<file path="src/rtl/alu_exec.sv">
`default_nettype none
// ============================================================================
// Module   : alu_exec
// Purpose  : Execute-stage ALU. AND/OR/ADD/SUB finish one cycle after accept.
//            MUL uses an iterative radix-2 shift-add engine. A start/ready/done
//            handshake lets the hazard unit stall the pipeline while busy.
// Ports    : clk_i, rst_i      - clock, synchronous active-high reset
//            start_i           - request, accepted when ready_o=1
//            ALUCtrl_i[2:0]    - 000 AND, 001 OR, 010 ADD, 011 MUL, 110 SUB,
//                                any other code behaves as ADD
//            data1_i, data2_i  - operands (multiplicand, multiplier for MUL)
//            ready_o           - new request may be accepted this cycle
//            busy_o            - MUL iterating (pipeline stall)
//            done_o            - one-cycle pulse, data_o valid
//            data_o            - result, held until the next done_o
// Options  : MUL_EARLY_EXIT_EN - MUL stops once the remaining multiplier is 0,
//            otherwise MUL always takes WIDTH iterations.
// Revision : 1.0 - initial release
// ============================================================================
module alu_exec #(
  parameter int WIDTH = 32,
  parameter int CNT_W = $clog2(WIDTH)
) (
  input  logic             clk_i,
  input  logic             rst_i,
  input  logic             start_i,
  input  logic [2:0]       ALUCtrl_i,
  input  logic [WIDTH-1:0] data1_i,
  input  logic [WIDTH-1:0] data2_i,
  output logic             ready_o,
  output logic             busy_o,
  output logic             done_o,
  output logic [WIDTH-1:0] data_o
);

  localparam logic [2:0] OP_AND = 3'b000;
  localparam logic [2:0] OP_OR  = 3'b001;
  localparam logic [2:0] OP_MUL = 3'b011;
  localparam logic [2:0] OP_SUB = 3'b110;

  typedef enum logic [1:0] {
    S_IDLE = 2'd0,
    S_BUSY = 2'd1,
    S_DONE = 2'd2
  } state_t;

  state_t           state_q, state_d;
  logic [WIDTH-1:0] data_q, data_d;
  logic [WIDTH-1:0] acc_q, acc_d;
  logic [WIDTH-1:0] mcand_q, mcand_d;
  logic [WIDTH-1:0] mplier_q, mplier_d;
  logic [CNT_W-1:0] cnt_q, cnt_d;

  logic [WIDTH-1:0] alu_res;
  logic [WIDTH-1:0] acc_step;
  logic             last_iter;

  // Single-cycle ops; unused codes fall through to ADD.
  always_comb begin
    case (ALUCtrl_i)
      OP_AND:  alu_res = data1_i & data2_i;
      OP_OR:   alu_res = data1_i | data2_i;
      OP_SUB:  alu_res = data1_i - data2_i;
      default: alu_res = data1_i + data2_i;
    endcase
  end

  assign acc_step = mplier_q[0] ? (acc_q + mcand_q) : acc_q;

`ifdef MUL_EARLY_EXIT_EN
  // The multiplier after this cycle's shift is mplier_q[WIDTH-1:1].
  assign last_iter = (mplier_q[WIDTH-1:1] == '0);
`else
  assign last_iter = (cnt_q == CNT_W'(WIDTH - 1));
`endif

  always_comb begin
    state_d  = state_q;
    data_d   = data_q;
    acc_d    = acc_q;
    mcand_d  = mcand_q;
    mplier_d = mplier_q;
    cnt_d    = cnt_q;
    case (state_q)
      S_BUSY: begin
        // start_i is deliberately ignored here: no queuing while iterating.
        acc_d    = acc_step;
        mcand_d  = mcand_q << 1;
        mplier_d = mplier_q >> 1;
        cnt_d    = cnt_q + 1'b1;
        if (last_iter) begin
          state_d = S_DONE;
          data_d  = acc_step;
        end
      end
      default: begin
        // IDLE and DONE both accept; DONE lasts one cycle unless refilled.
        state_d = S_IDLE;
        if (start_i) begin
          if (ALUCtrl_i == OP_MUL) begin
            state_d  = S_BUSY;
            acc_d    = '0;
            mcand_d  = data1_i;
            mplier_d = data2_i;
            cnt_d    = '0;
          end else begin
            state_d = S_DONE;
            data_d  = alu_res;
          end
        end
      end
    endcase
  end

  always_ff @(posedge clk_i) begin
    if (rst_i) begin
      state_q  <= S_IDLE;
      data_q   <= '0;
      acc_q    <= '0;
      mcand_q  <= '0;
      mplier_q <= '0;
      cnt_q    <= '0;
    end else begin
      state_q  <= state_d;
      data_q   <= data_d;
      acc_q    <= acc_d;
      mcand_q  <= mcand_d;
      mplier_q <= mplier_d;
      cnt_q    <= cnt_d;
    end
  end

  assign ready_o = (state_q != S_BUSY);
  assign busy_o  = (state_q == S_BUSY);
  assign done_o  = (state_q == S_DONE);
  assign data_o  = data_q;

endmodule
`default_nettype wire

</file>
<file path="config.mk">
export PLATFORM = sky130hd
export DESIGN_NAME = alu_exec
export DESIGN_NICKNAME = d
export VERILOG_FILES = /design/src/rtl/alu_exec.sv
export SDC_FILE = /design/constraint.sdc
export NUM_CORES = 1
export LEC_CHECK = 0
export CAP_MARGIN = 5
export CELL_PAD_IN_SITES_DETAIL_PLACEMENT = 0
export CELL_PAD_IN_SITES_GLOBAL_PLACEMENT = 1
export CORE_ASPECT_RATIO = 0.5
export CORE_MARGIN = 8
export CORE_UTILIZATION = 39
export CTS_CLUSTER_DIAMETER = 150
export DETAILED_ROUTE_END_ITERATION = 7
export PLACE_DENSITY = 0.83
export SYNTH_ARGS = -nofsm -noshare
export SYNTH_HDL_FRONTEND = slang
export SYNTH_SLANG_ARGS = --single-unit
</file>
<file path="constraint.sdc">
create_clock -name clk_i -period 4.7 [get_ports clk_i]
set_input_delay 1.175 -clock clk_i [delete_from_list [all_inputs] [get_ports clk_i]]
set_output_delay 1.175 -clock clk_i [all_outputs]
set_load 0.05 [all_outputs]
</file>
### After elaboration in Yosys (flattened, before gate mapping)

Index checks and enable logic that the tools add are counted.
Widths: inputs -> output; s select.

| storage, ports and cells | value |
|---|---|
| flip-flop bits (word level) | 135 |
| logic and storage cells | 52 |
| output and inout bits | 35 |
| input bits | 70 |

| cells by class | value |
|---|---|
| reductions and logical operators | 7 |
| multiplexer cells | 22 |
| $add $sub $neg | 4 |
| equal/unequal tests | 9 |
| bitwise operators | 2 |

Operator list:

| operator | number |
|---|---|
| $mux 32 | 11 |
| $pmux 32 s3 | 1 |
| $mux 31 | 3 |
| $add 32x32->32 | 2 |
| $and 32x32->32 | 1 |
| $or 32x32->32 | 1 |
| $sub 32x32->32 | 1 |
| $mux 5 | 3 |
| $mux 2 | 4 |
| $add 5x1->5 const B | 1 |
| $eq 5x5->1 const B | 1 |
| $ne 2x1->1 const B | 2 |
| $reduce_and 2->1 | 2 |
| $reduce_bool 2->1 | 2 |
| $eq 3x1->1 const B | 1 |
| $eq 3x2->1 const B | 1 |
| $eq 3x3->1 const B | 1 |
| $logic_not 3->1 | 1 |
| $reduce_and 3->1 | 1 |
| $eq 2x1->1 const B | 1 |
| $eq 2x2->1 const B | 1 |
| $ne 2x2->1 const B | 1 |
| $reduce_or 2->1 | 1 |

### Logic depth before layout (Yosys ltp)

Gate-level depths: netlist of the first run.

| depth | value |
|---|---|
| word-level depth | 5 |
| gate-level depth with buffers | 18 |
| gate-level depth less buffers | 18 |

### Least setup slack after synthesis of the first run

OpenSTA, ideal clock, no wires.

| path | value |
|---|---|
| kind | input to register |
| start | input port data2_i[6] |
| end | register data_q[29], in the netlist data_o[29] |
| cell stages on the path | 17 |
| arrival time | 4.818 ns |
| slack | -0.209 ns |
| setup time | 0.091 ns |
| path buffers | 1 |
| path through | or3_1 -> or3_4 -> or3_1 -> nor3_2 -> nand2_1 -> o31ai_1 -> xor2_1 -> ha_1 -> clkbuf_1 -> a21o_1 -> a21oi_1 -> a2bb2oi_1 -> a21oi_1 -> or2_1 -> a2111oi_0 -> a211oi_1 -> a311oi_1 |

| between the ends | value |
|---|---|
| longest elaborated chain between the ends | 5 |

RTL lines:

| what | RTL line | RTL |
|---|---|---|
| from (decl) | 29 | `input logic [WIDTH-1:0] data2_i,` |
| $add 32x32->32 / $sub 32x32->32 (equally long branches) | 64, 63 |  |
| $pmux 32 s3 (*) | 60 | `case (ALUCtrl_i)` |
| $mux 32 (*) | 100 | `if (ALUCtrl_i == OP_MUL) begin` |
| $mux 32 (*) | 99 | `if (start_i) begin` |
| $mux 32 (*) | 84 | `case (state_q)` |
| to (signal assigned) | 125 | `data_q <= data_d;` |
| to (decl) | 48 | `logic [WIDTH-1:0] data_q, data_d;` |

Mark *: on every way between the ends. The rest lies on a longest branch, timed or not. The select of a mux whose other input is x is not followed.
A chain may end at the register's enable or synchronous reset.

### Worst setup path in the final report of the first run

| path | value |
|---|---|
| start | input port data2_i[6] |
| end | register data_q[18], in the netlist data_o[18] |

Same word-level chain as after synthesis.

==> impl_metrics.py, run 1 <==
metrics = {
    "place": {
        "placed_area_sq_um": 12700,
        "pre_cts_slack_ns": -0.825,
        "placement.io_buffers": 104,
        "dpl.hpwl_mm": 30.2,
        "gp_congestion": 0.979,
    },
    "sta": {
        "hold_viol_final": 0,
        "finClkSkew_ns": 0.00733,
        "fin_ws_ns": 0.106,
        "slew_violations": 0,
        "worst_pin_slew_ns": 0.969,
        "rsz0062_at_grt": "yes",
        "setup_viol": 0,
        "post-route-period-util": 0.977,
        "hold_slack_ns": 0.463,
        "min_period_ns": 4.59,
        "fmax_mhz": 218,
        "maxSlewHeadroom": 0.354,
    },
    "setup_path": {
        "worstSetupStartpointType": "primary input",
        "reg2reg_to": "data_o[22]",
        "cp_max_fo": 5,
        "worstSetupEndpointType": "flop",
        "critPathLaunch": "data2_i[6]",
        "crit_end": "data_o[18]",
        "worstPathRequired_ns": 5.05,
        "r2r.worst_path.cells": 11,
        "r2r_setup_slack_ns": 1.58,
        "crit_arrival_ns": 4.95,
        "crit-reg2reg-launch": "acc_q[0]",
        "crit_type": "primary input to flop",
    },
    "flow_run": {
        "maxCapViolCount": 0,
    },
    "grt": {
        "grt_pass1_wl_mm": 59.8,
        "grtUsageTotal": 0.239,
        "antenna_found_initial": 0,
        "grt_pass1_vias": 10400,
        "gr-total-overflow": 0,
        "grt_max_degree": 80,
    },
    "detailed_routing": {
        "postRouteAntennaNets": 0,
        "wl_mm": 39.0,
        "vias": 11000,
        "avgViaCountPerCell": 5.82,
        "first_pass_iters": 5,
        "wl_per_cell_microns": 20.6,
        "drc_errors": 0,
        "drt_iter0_drc": 1108,
    },
    "yosys": {
        "async_flop_share": 0,
        "yosysSeqAreaShare": 0.263,
        "syn_area_sq_um": 10300,
        "ys.warnings.count": 0,
        "synthCells": 1312,
        "synth_flop_cell": "dfxtp_1",
        "synth-edff-count": 0,
        "syn-num-nets": 1451,
        "synth_cell_type_count": 73,
        "yosys_register_bits": 135,
        "syn_avg_cell_area_sq_um": 7.82,
    },
    "die": {
        "initial_utilization": 0.392,
        "die_y_microns": 131,
        "num_rows": 42,
        "die_x_microns": 245,
        "io_pins": 105,
        "die_area_sq_um": 32100,
        "core_area_sq_um": 26200,
    },
    "cells_and_area": {
        "drive_gt1_frac": 0.170,
        "postLayoutCoreUtil": 0.517,
        "fin_area_sq_um": 13500,
        "final_nets": 1665,
        "syn_to_final_growth_pct": 31.9,
    },
    "power_and_ir_drop": {
        "fin_total_pwr_mw": 3.83,
        "p_per_area_nw_per_um2": 283,
        "p_leak_nw": 6.07,
        "ir_drop_v": 0.000275,
    },
    "clocking": {
        "cts_root_buf": "clkbuf_16",
        "clock-sinks": 135,
        "htree_levels": 4,
        "numCtsBuffers": 17,
        "cts_tree": "yes",
        "cts_hold_buf": 0,
        "clock_latency_ns": 0.45,
        "path_clk_slew_ns": 0.06,
        "cts_max_path_buffers": 2,
    },
    "worst_hold_path": {
        "hp-class": "flop to flop",
    },
    "run_status": {
        "outcome": "completed",
    },
}
[worst min path at each step]
| stage | from | cells after the start | slack, ns | to |
|---|---|---|---|---|
| floorplan | cnt_q[3] | 1 | 0.44 | cnt_q[3] |
| global placement | data_o[4] | 2 | 0.44 | data_o[4] |
| detailed placement | data_o[4] | 2 | 0.45 | data_o[4] |
| CTS | data_o[4] | 2 | 0.46 | data_o[4] |
| global route | data_o[4] | 2 | 0.49 | data_o[4] |
| finish | data_o[17] | 2 | 0.46 | data_o[17] |
[critical path, stage by stage]
cell      delay [ns]
buf_6           0.09
or3_4           0.38
or3_4           0.34
or3_1           0.41
o31ai_2         0.21
xor2_1          0.18
ha_1            0.30
a21oi_1         0.17
o21ai_0         0.15
a31oi_2         0.21
buf_4           0.15
nand2_1         0.10
a31oi_1         0.21
o21bai_1        0.09
xor2_1          0.35
a22oi_1         0.13
a311oi_1        0.29
[metrics by stage]
step	setup TNS, ns	std cells
floorplan	0	1312
global placement	-9.79	1844
detailed placement	-11.15	1844
CTS	-0.0210	1884
global route	-0.110	1890
finish	0	1891
[cell type report]
cell class | instances | area [sq um]
multi-input cells | 1076 | 7400
clock buffers | 18 | 439
inverters | 20 | 75.1
well taps | 352 | 440
flip-flops and latches | 135 | 2700
diodes | 1 | 2.50
clock inverters | 13 | 125
fillers | 2533 | 12600
repair buffers | 276 | 2360
[layer usage]
metal / GRT usage / wire (microns) / up-vias
met4: 0.0652 / 542 / 0
met5: 0 / 0 / -
met1: 0.356 / 19500 / 5298
li1: - / - / 5270
met3: 0.0471 / 3150 / 38
met2: 0.346 / 15800 / 397
[cells by family (layout without fill, tap and decap cells)]
kind of cell    count (synthesis)  in the layout  synth area share
xor+xnor                       87             87            0.0750
compound gates                440            440             0.280
other cells                     0              1                 0
buf+inv                       101            327            0.0369
mux                            79             79            0.0783
simple gates                  389            389             0.170
fa+ha+maj                      81             81            0.0973
flops                         135            135             0.263
[placed cells by master, fill, tap and decap left out, types with 8 or more instances in the layout]
master           Yosys  routed
a311oi_1            16      15
a22oi_1             13      12
ha_1                67      65
dfxtp_1            135     135
mux2_2               9       9
nor2_1             167     164
nor2b_1              8       8
mux2i_1             69      69
clkbuf_16            0      17
maj3_1              12      12
nand4_1             10      10
a211oi_1            76      74
o21ai_1              8      15
clkdlybuf4s50_1      0      96
xor2_1              41      41
nand2b_1            11       9
a21o_1              32      32
a221oi_1             9       8
o31ai_1             15      12
o21ai_0             53      45
xnor2_1             45      45
a21oi_1            145     139
inv_1               20      20
buf_4                0     170
o211ai_1            14      14
nand2_1            111     111
nand3_1             20      20
nor3_1              19      18
[sequential cells by signal (all words and copies together) (netlist names)]
register  flops
acc_q        32
data_o       32
mcand_q      32
mplier_q     32
cnt_q         5
state_q       2
[cell usage after synthesis (14+ instances only)]
library cell	n	area (sq um)
o31ai_1	15	113
xnor2_1	45	394
mux2i_1	69	691
nor3_1	19	95.1
o211ai_1	14	105
a21oi_1	145	726
ha_1	67	838
a211oi_1	76	571
inv_1	20	75.1
nor2_1	167	627
nand2_1	111	417
dfxtp_1	135	2700
xor2_1	41	359
a311oi_1	16	140
a21o_1	32	240
nand3_1	20	100
clkbuf_1	68	255
o21ai_0	53	265
[report_power, final]
| part | internal (mW) | switching [mW] | total [mW] | leakage (nW) |
|---|---|---|---|---|
| sequential | 1.20 | 0.0460 | 1.25 | 1.10 |
| combinational | 0.560 | 0.711 | 1.27 | 4.70 |
| clock | 0.744 | 0.568 | 1.31 | 0.273 |
| total | 2.51 | 1.32 | 3.83 | 6.07 |
[timing repair]
item | 4_1_cts | 5_1_grt
buffers inserted | 9 | 6
gates resized for setup | 36 | 29
endpoints found under the setup margin | 15 | 16
pin swaps | 23 | 27
gates cloned | 0 | 0
No activity file was read; power rests on OpenSTA's default activity.
==> run 2, diff against run 1 <==
--- a/config.mk
+++ b/config.mk
@@ -10,10 +10,11 @@
 export CELL_PAD_IN_SITES_GLOBAL_PLACEMENT = 1
 export CORE_ASPECT_RATIO = 0.5
 export CORE_MARGIN = 8
-export CORE_UTILIZATION = 39
+export CORE_UTILIZATION = 40
+export CTS_BUF_LIST = sky130_fd_sc_hd__clkbuf_4
 export CTS_CLUSTER_DIAMETER = 150
 export DETAILED_ROUTE_END_ITERATION = 7
-export PLACE_DENSITY = 0.83
+export PLACE_DENSITY = 0.85
 export SYNTH_ARGS = -nofsm -noshare
 export SYNTH_HDL_FRONTEND = slang
 export SYNTH_SLANG_ARGS = --single-unit
==> constraint.sdc (replaced) <==
create_clock -name clk_i -period 4.17 [get_ports clk_i]
set_input_delay 1.0425 -clock clk_i [delete_from_list [all_inputs] [get_ports clk_i]]
set_output_delay 1.0425 -clock clk_i [all_outputs]
set_load 0.05 [all_outputs]
==> impl_metrics.py, run 2 (synthesized netlist as in run 1, its figures left out) <==
metrics = {
    "sta": {
        "post-route-period-util": 1.04,
        "min_period_ns": 4.33,
        "maxSlewHeadroom": 0.247,
        "setup_viol": 9,
        "fin_ws_ns": -0.155,
        "hold_viol_final": 0,
        "fmax_mhz": 231,
        "finClkSkew_ns": 0.0219,
        "rsz0062_at_grt": "yes",
        "worst_pin_slew_ns": 1.12,
        "slew_violations": 0,
    },
    "clocking": {
        "path_clk_slew_ns": 0.13,
        "cts_hold_buf": 0,
        "cts_max_path_buffers": 2,
        "clock-sinks": 135,
        "numCtsBuffers": 17,
        "cts_root_buf": "clkbuf_4",
        "clock_latency_ns": 0.60,
        "htree_levels": 4,
        "cts_tree": "yes",
    },
    "power_and_ir_drop": {
        "p_per_area_nw_per_um2": 287,
        "power_switching_mw": 1.44,
        "p_seq_frac": 0.355,
        "fin_total_pwr_mw": 3.96,
        "combPwrFrac": 0.386,
        "p_leak_nw": 6.23,
        "netSwitchingFraction": 0.363,
        "internal_power_mw": 2.53,
        "clkPwrFrac": 0.259,
        "ir_drop_v": 0.000161,
    },
    "setup_path": {
        "path_cells": "buf_6, or3_4, or3_4, or3_4, buf_4, o31ai_2, xor2_1, ha_1, and3_4, a31oi_2, a32oi_2, a311oi_2, buf_4, o21ai_1, xor2_1, a221oi_1, a211oi_1",
        "critical_path_buf_inv_count": 3,
        "worstPathRequired_ns": 4.64,
        "crit_arrival_ns": 4.80,
        "cp_top_family": "compound AO/OA/AOI/OAI gates",
        "cp_max_fo": 5,
        "slowest_stage": "or3_4",
        "path_common_cell": "or3_4",
        "crit_type": "primary input to flop",
        "worstSetupEndpointType": "flop",
        "worstSetupStartpointType": "primary input",
        "slowest_delay_ns": 0.38,
    },
    "cells_and_area": {
        "syn_to_final_growth_pct": 34.4,
        "finalNonFillerCells": 1911,
        "drive_gt1_frac": 0.215,
        "layout_commonest_cell": "buf_4",
        "final_nets": 1695,
        "final_cell_mix": "buf_4, nor2_1, dfxtp_1",
    },
    "detailed_routing": {
        "wl_mm": 39.7,
        "wl_per_cell_microns": 20.7,
        "vias": 11100,
        "drt_iter0_drc": 1037,
        "first_pass_iters": 5,
        "drc_errors": 0,
        "avgViaCountPerCell": 5.83,
        "postRouteAntennaNets": 0,
    },
    "die": {
        "die_area_sq_um": 31300,
        "die_x_microns": 243,
        "io_pins": 105,
        "core_area_sq_um": 25200,
        "initial_utilization": 0.407,
        "num_rows": 41,
        "die_y_microns": 129,
    },
    "run_status": {
        "violations": "setup timing",
        "outcome": "finished, violations left",
    },
    "grt": {
        "gr-total-overflow": 0,
        "antenna_found_initial": 3,
        "grt_pass1_wl_mm": 60.3,
        "grtUsageTotal": 0.244,
        "grt_max_degree": 74,
        "grt_pass1_vias": 10600,
    },
    "place": {
        "dpl.hpwl_mm": 31.0,
        "placedCellCount": 1859,
        "gp_congestion": 0.963,
        "placement.io_buffers": 104,
    },
    "worst_hold_path": {
        "hp-class": "flop to flop",
    },
    "flow_run": {
        "maxCapViolCount": 0,
    },
}
==> run 2: cell count changes in the layout (fill, tap and decap cells not counted), moves of 7 or more <==
cell,delta
clkbuf_4,+18
buf_4,+26
a21oi_1,-7
clkbuf_16,-17
==> run 2: power by group through the flow <==
stage | clock, mW | combinational [mW] | sequential (mW)
2_1_floorplan | 0 | 0.648 | 1.54
3_3_place_gp | 0 | 1.37 | 1.43
3_5_place_dp | 0 | 1.38 | 1.44
4_1_cts | 1.04 | 1.44 | 1.41
5_1_grt | 1.10 | 1.63 | 1.42
6_report | 1.03 | 1.53 | 1.41
==> run 2: layout make-up <==
cell class              count  area, sq um
clock buffers              18          135
clock inverters            11          173
well taps                 344          430
flip-flops and latches    135         2700
inverters                  20         75.1
multi-input cells        1076         7670
fillers                  2360        11400
repair buffers            306         2610
diodes                      1         2.50
==> run 2: stage by stage <==
step	setup TNS (ns)	hold slack [ns]	area, sq um	util	worst slack, ns
6_report	-0.761	0.465	13800	0.548	-0.155
5_1_grt	-2.10	0.503	13800	0.548	-0.278
4_1_cts	-1.39	0.465	13500	0.535	-0.251
3_5_place_dp	-20.46	0.447	12900	0.512	-1.09
3_3_place_gp	-18.68	0.441	12900	0.512	-1.00
2_1_floorplan	-1.92	0.439	10400	-	-0.354
==> run 2: repair_timing <==
action                     4_1_cts  5_1_grt
setup endpoints to repair       19       19
gates resized for setup         57       52
pin swaps                       58       71
buffers inserted                11       12
==> run 2: routing by layer <==
layer | up-vias | wire [microns] | global-route usage
met1 | 5388 | 19300 | 0.354
met3 | 46 | 3730 | 0.0653
li1 | 5322 | - | -
met2 | 381 | 16100 | 0.351
met5 | - | 23 | 0
met4 | 4 | 552 | 0.0625
==> run 2: final timing paths <==
check / start / endpoint / slack [ns] / depth (start not counted)
min: data_o[4] / data_o[4] / 0.47 / 2
max reg2reg: acc_q[20] / data_o[29] / 0.92 / 10
max: data2_i[5] / data_o[24] / -0.16 / 17
min reg2reg: data_o[4] / data_o[4] / 0.47 / 2
==> run 2: tightest hold or removal path: stages (launching register included) <==
cell	delay, ns
dfxtp_1	0.33
nand2_1	0.05
a21oi_1	0.05
